<file path="config.mk">
export PLATFORM = sky130hd
export DESIGN_NAME = alu
export DESIGN_NICKNAME = d
export VERILOG_FILES = /design/src/rtl/alu_pkg.sv /design/src/rtl/alu_datapath.sv /design/src/rtl/alu.sv
export SDC_FILE = /design/constraint.sdc
export NUM_CORES = 2
export LEC_CHECK = 0
export ABC_CLOCK_PERIOD_IN_PS = 1300
export CORE_AREA = 2 2 201 223
export DETAILED_ROUTE_END_ITERATION = 6
export DIE_AREA = 0 0 203 225
export DONT_BUFFER_PORTS = 1
export HOLD_SLACK_MARGIN = 0.1
export PLACE_DENSITY = 0.66
export SETUP_SLACK_MARGIN = 0.4
export SYNTH_ARGS = -nofsm -noshare
export SYNTH_HDL_FRONTEND = slang
export SYNTH_SLANG_ARGS = --single-unit
</file>
<file path="constraint.sdc">
create_clock -name clk -period 1.3 [get_ports clk]
set_clock_uncertainty 0.1 [all_clocks]
set_input_delay 0.325 -clock clk [delete_from_list [all_inputs] [get_ports clk]]
set_output_delay 0.325 -clock clk [all_outputs]
set_load 0.01 [all_outputs]
</file>
<file path="src/rtl/alu_pkg.sv">
`default_nettype none
// ==========================================================================
// alu_pkg : opcode encodings and default width shared by the ALU slice
// Revision: 1.0
// ==========================================================================
package alu_pkg;
   localparam int          ALU_WIDTH = 32;

   localparam logic [2:0]  ALU_ADD   = 3'b000;
   localparam logic [2:0]  ALU_SUB   = 3'b001;
   localparam logic [2:0]  ALU_AND   = 3'b010;
   localparam logic [2:0]  ALU_OR    = 3'b011;
   localparam logic [2:0]  ALU_MUL   = 3'b100;
   localparam logic [2:0]  ALU_SLL   = 3'b101;
   localparam logic [2:0]  ALU_SLT   = 3'b110;
endpackage
`default_nettype wire

</file>
<file path="src/rtl/alu_datapath.sv">
`default_nettype none
// ==========================================================================
// alu_datapath : combinational operation select for the ALU
// Revision: 1.0
// ==========================================================================
module alu_datapath
   import alu_pkg::*;
#(
   parameter int WIDTH = ALU_WIDTH
) (
   input  logic [WIDTH-1:0] a_i,
   input  logic [WIDTH-1:0] b_i,
   input  logic [2:0]       op_i,
   output logic [WIDTH-1:0] result_o
);
   localparam int SHW = $clog2(WIDTH);

   logic [SHW-1:0]   w_shamt;
   logic             w_lt;
   logic [WIDTH-1:0] w_prod;

   assign w_shamt = b_i[SHW-1:0];
   assign w_lt    = $signed(a_i) < $signed(b_i);
   assign w_prod  = a_i * b_i;

   // Reserved and unknown opcodes fall through to zero so nothing latches.
   always_comb begin
      result_o = '0;
      case (op_i)
         ALU_ADD: result_o = a_i + b_i;
         ALU_SUB: result_o = a_i - b_i;
         ALU_AND: result_o = a_i & b_i;
         ALU_OR:  result_o = a_i | b_i;
         ALU_MUL: result_o = w_prod;
         ALU_SLL: result_o = a_i << w_shamt;
         ALU_SLT: result_o = {{(WIDTH-1){1'b0}}, w_lt};
         default: result_o = '0;
      endcase
   end
endmodule
`default_nettype wire

</file>
<file path="src/rtl/alu.sv">
`default_nettype none
// ==========================================================================
// alu : registered 32-bit ALU with combinational zero flag
// Revision: 1.0
// ==========================================================================
module alu
   import alu_pkg::*;
#(
   parameter int WIDTH = ALU_WIDTH
) (
   input  logic             clk,
   input  logic             rst_n,
   input  logic [WIDTH-1:0] a,
   input  logic [WIDTH-1:0] b,
   input  logic [2:0]       ALUControl,
   output logic [WIDTH-1:0] ALUResult,
   output logic             zero
);
   logic [WIDTH-1:0] result_d;
   logic [WIDTH-1:0] result_q;

   alu_datapath #(
      .WIDTH (WIDTH)
   ) u_datapath (
      .a_i      (a),
      .b_i      (b),
      .op_i     (ALUControl),
      .result_o (result_d)
   );

   always_ff @(posedge clk or negedge rst_n) begin
      if (!rst_n) begin
         result_q <= '0;
      end else begin
         result_q <= result_d;
      end
   end

   assign ALUResult = result_q;
   assign zero      = (result_q == '0);
endmodule
`default_nettype wire

</file>
; Yosys cells after proc, flatten, opt, wreduce, memory -nomap -nowiden
; Index checks and enable logic that the tools add are counted.
[op_classes]
n_addsub = 2
n_mul = 1
div = 0
order_cmp = 1
eq_ne = 6
shift = 1
n_mux = 1
bitwise = 2
reduce_logical = 2
[ops]
columns = cell, count
row1 = $pmux 32 s7, 1
row2 = $add 32x32->32, 1
row3 = $and 32x32->32, 1
row4 = $logic_not 32->1, 1
row5 = $lt 32x32->1, 1
row6 = $mul 32x32->32, 1
row7 = $or 32x32->32, 1
row8 = $shl 32x5->32, 1
row9 = $sub 32x32->32, 1
row10 = $eq 3x3->1 const B, 3
row11 = $eq 3x2->1 const B, 2
row12 = $eq 3x1->1 const B, 1
row13 = $logic_not 3->1, 1
[totals]
reg_bits = 32
latchBits = 0
ram_bits = 0
romBits = 0
in_bits = 69
out_inout_bits = 33
wordCells = 17
mem_count = 0

; Longest topological paths before layout
[depth]
word_depth = 2
ltp_mapped = 31
mapped_depth_nobuf = 27

; By module
; From an unflattened synthesis, not the netlist that was laid out.
[hier_totals]
cells_unflattened = 2661
area_unflattened_um2 = 21777.1
[modules_own_cells]
columns = module, instances, cells_per_inst, area_per_inst_um2, seq_area_each_um2
row1 = alu_datapath, 1, 2618, 20903.8, 0.0
row2 = alu, 1, 43, 873.3, 800.8

; Least setup slack after synthesis
; OpenSTA, ideal clock, no wires.
[synth_path]
path_type = input-to-reg
startpoint = in b[2]
endpoint = reg result_q[23] (netlist: ALUResult[23])
setup_ns = 0.087
arrival_time_ns = 7.531
t_required_ns = 1.113
path_slack_ns = -6.418
stages = 27
path_buffers = 4
cell_sequence = clkbuf_1 -> inv_2 -> buf_1 -> clkbuf_1 -> buf_1 -> nor2_1 -> fa_1 -> inv_1 -> fa_1 -> fa_1 -> fa_1 -> inv_1 -> fa_1 -> inv_1 -> fa_1 -> inv_1 -> fa_1 -> fa_1 -> ha_1 -> and3_1 -> nand3_1 -> o21ai_0 -> nor2b_1 -> mux2_2 -> o21ai_0 -> a31oi_1 -> o211ai_1
[synth_between]
elab_chain_len = 2
word_cells_on_any_way = 5
classes_between = 2 x add/sub / 1 x mul / 1 x shift / 1 x mux
[synth_rtl]
columns = item, line
row1 = from (decl), alu.sv:14  ; input logic [WIDTH-1:0] b,
row2 = "$mul 32x32->32, or another cell as far along", alu_datapath.sv:24  ; assign w_prod = a_i * b_i;
row3 = $pmux 32 s7 (*), alu_datapath.sv:29  ; case (op_i)
row4 = named net result_d[23], alu.sv:19  ; logic [WIDTH-1:0] result_d;
row5 = to (signal assigned), alu.sv:35  ; result_q <= result_d;
row6 = to (decl), alu.sv:20  ; logic [WIDTH-1:0] result_q;
; Mark *: on every way through the listed nets, which the timed path passes. The rest lies on a longest branch.

; Worst setup path in the final report
[layout_path]
startpoint = in b[4]
endpoint = reg result_q[23] (netlist: ALUResult[23])
; Same word-level chain as after synthesis.

==> impl_metrics.tcl <==
set metrics [dict create \
    outcome "finished with violations" \
    violations "negative hold slack, negative setup slack" \
    period_needed_ps 6640 \
    crit_type "in2reg" \
    fin_area_sq_um 29400 \
    place_area_sq_um 27400 \
    io_pins 102 \
    grt_use_total_pct 44.8 \
    setup_slack_ps -5340 \
    crit_family "adder cells" \
    synth-seq-area-share_pct 3.66 \
    htree_levels 2 \
    grt_pass1_vias 23900 \
    ys.flop_type "dfrtp_1" \
    synth_nets 3379 \
    largest_reg_flops 32 \
    viasPerCell 6.08 \
    cpMostUsedCell "fa_1" \
    dieArea_sq_um 45700 \
    crit_buf_inv 7 \
    drive_above_1_share_pct 29.6 \
    detail_route.first_pass.iterations 6 \
    grt_pass1_wl_um 149000 \
    synth_edf_count 0 \
    cp_slowest_cell "fa_1" \
    hold_path_class "in2async" \
    layout_commonest_cell "buf_4" \
    place_hpwl_um 81500 \
    tritoncts "yes" \
    finalMaxSlewViolations 0 \
    clk_pin_slew_ps 70 \
    start_kind "input pin" \
    tightestPinTransition_ps 617 \
    final_hold_viol_count 32 \
    drc 0 \
    synthesis.area_per_instance_sq_um 8.17 \
    fin_util_pct 68.1 \
    nFillCells 3440 \
    cap_violations 0 \
    grt_start_max_net_pins 71 \
    slew_headroom_pct 58.7 \
    most-common-layout-cells "buf_4, inv_1, fa_1, nor2_1, nand2_1" \
    gp_congestion 1.06 \
    vias 22900 \
    synth_cell_types 79 \
    yosys_register_bits 32 \
    detail_route.iter0.violations 2132 \
    fin_crit_sh_pct 511 \
    wl_um 103000 \
    clock.fmax_ghz 0.151 \
    ys_warn_count 0 \
    syn2layout_area_growth_pct 34.1 \
    cts_made_buffers 5 \
    worstPathMaxFanout 12 \
    cts.path.max_buffers 2 \
    rsz0062_at_grt "true" \
    grt_remaining_overflow 0 \
    wl_per_cell_um 27.5 \
    cpPeakStageDelay_ps 540 \
    port_buffers 0 \
    clock-root-buffer "clkbuf_16" \
    finalSetupViolCount 40 \
    async_flop_share_pct 100 \
    synthCells 2680 \
    cts.sinks 32 \
    row_count 80 \
    antenna_found_initial 3 \
    postRouteAntennaNets 0 \
    end_kind "register" \
    crit_arrival_ps 6750 \
    initial_core_util_pct 50.8 \
    whs_ps -374 \
    nets 3883 \
    core_sq_um 43100 \
    die_h_um 225 \
    dieWidth_um 203 \
    cp_data_required_time_ps 1410 \
    synth_area_sq_um 21900 \
]
synth_stat cells, drive strengths merged (8+ instances only):
library cell | instances | area (sq um)
a211o | 8 | 70.1
a211oi | 28 | 210
a21o | 21 | 158
a21oi | 95 | 479
a221o | 8 | 80.1
a221oi | 29 | 267
a31oi | 17 | 106
and2 | 10 | 62.6
buf | 35 | 143
clkbuf | 107 | 402
clkinv | 11 | 41.3
dfrtp | 32 | 801
fa | 410 | 8210
ha | 220 | 2750
inv | 463 | 1740
mux2i | 28 | 280
mux4 | 17 | 383
nand2 | 287 | 1080
nand2b | 9 | 56.3
nand3 | 25 | 125
nor2 | 428 | 1610
nor2b | 11 | 68.8
nor3 | 31 | 155
nor4 | 11 | 68.8
o211ai | 18 | 135
o21a | 13 | 97.6
o21ai | 74 | 370
o21bai | 13 | 97.6
o221ai | 13 | 126
o22ai | 26 | 163
o31ai | 10 | 88.8
or3 | 9 | 61.3
xnor2 | 71 | 622
xor2 | 19 | 166
through the flow:
stage	TNS (ps)	cells	setup WS, ps
6_report	-133490	3760	-5340
3_3_place_gp	-143960	3717	-5620
4_1_cts	-129160	3735	-5190
2_1_floorplan	-134880	2680	-5440
3_5_place_dp	-145910	3717	-5750
5_1_grt	-137230	3758	-5530
kinds of logic (layout without fill, tap and decap cells):
family,Yosys count,after routing,synth area share [%]
compound gates,419,419,13.2
xor+xnor,90,90,3.60
fa+ha+maj,630,630,50.0
buf+inv,616,1120,10.6
flops,32,32,3.66
mux,49,49,3.25
other cells,0,2,0
simple gates,844,844,15.7
metal layers:
metal | vias to the layer above | global-route usage, % | wire length [um]
met2 | 1489 | 72.3 | 46800
met1 | 11300 | 52.3 | 35500
li1 | 9543 | - | -
met5 | - | 0 | 31
met4 | 4 | 34.4 | 10100
met3 | 494 | 9.70 | 10700
how the worst max path moves through the flow:
stage	from	end	slack [ps]	depth (start not counted)
after detailed placement	b[5]	ALUResult[31]	-5750	26
after global placement	b[5]	ALUResult[31]	-5620	26
after global routing	b[4]	ALUResult[24]	-5530	27
after CTS	b[6]	ALUResult[30]	-5190	27
after floorplan	b[2]	ALUResult[31]	-5440	27
final	b[4]	ALUResult[23]	-5340	27
layout make-up:
| cell class | instances | area, sq um | area share (%) |
|---|---|---|---|
| Inverter | 474 | 1910 | 6.50 |
| Multi-Input combinational cell | 2032 | 20300 | 69.1 |
| Clock buffer | 7 | 153 | 0.520 |
| Tap cell | 574 | 718 | 2.44 |
| Timing Repair Buffer | 639 | 5490 | 18.7 |
| Sequential cell | 32 | 803 | 2.73 |
| Antenna cell | 2 | 5.00 | 0.0170 |
what timing repair did:
action | CTS | global route
pin swaps | 50 | 70
setup endpoints to repair | 65 | 65
endpoints found under the hold margin | 33 | 34
setup buffers | 10 | 23
cloned | 1 | 0
gates resized for setup | 199 | 131
Power is left out: the tool's default activity adds up to more than one toggle a clock period on the data nets, which glitch-free logic cannot reach.
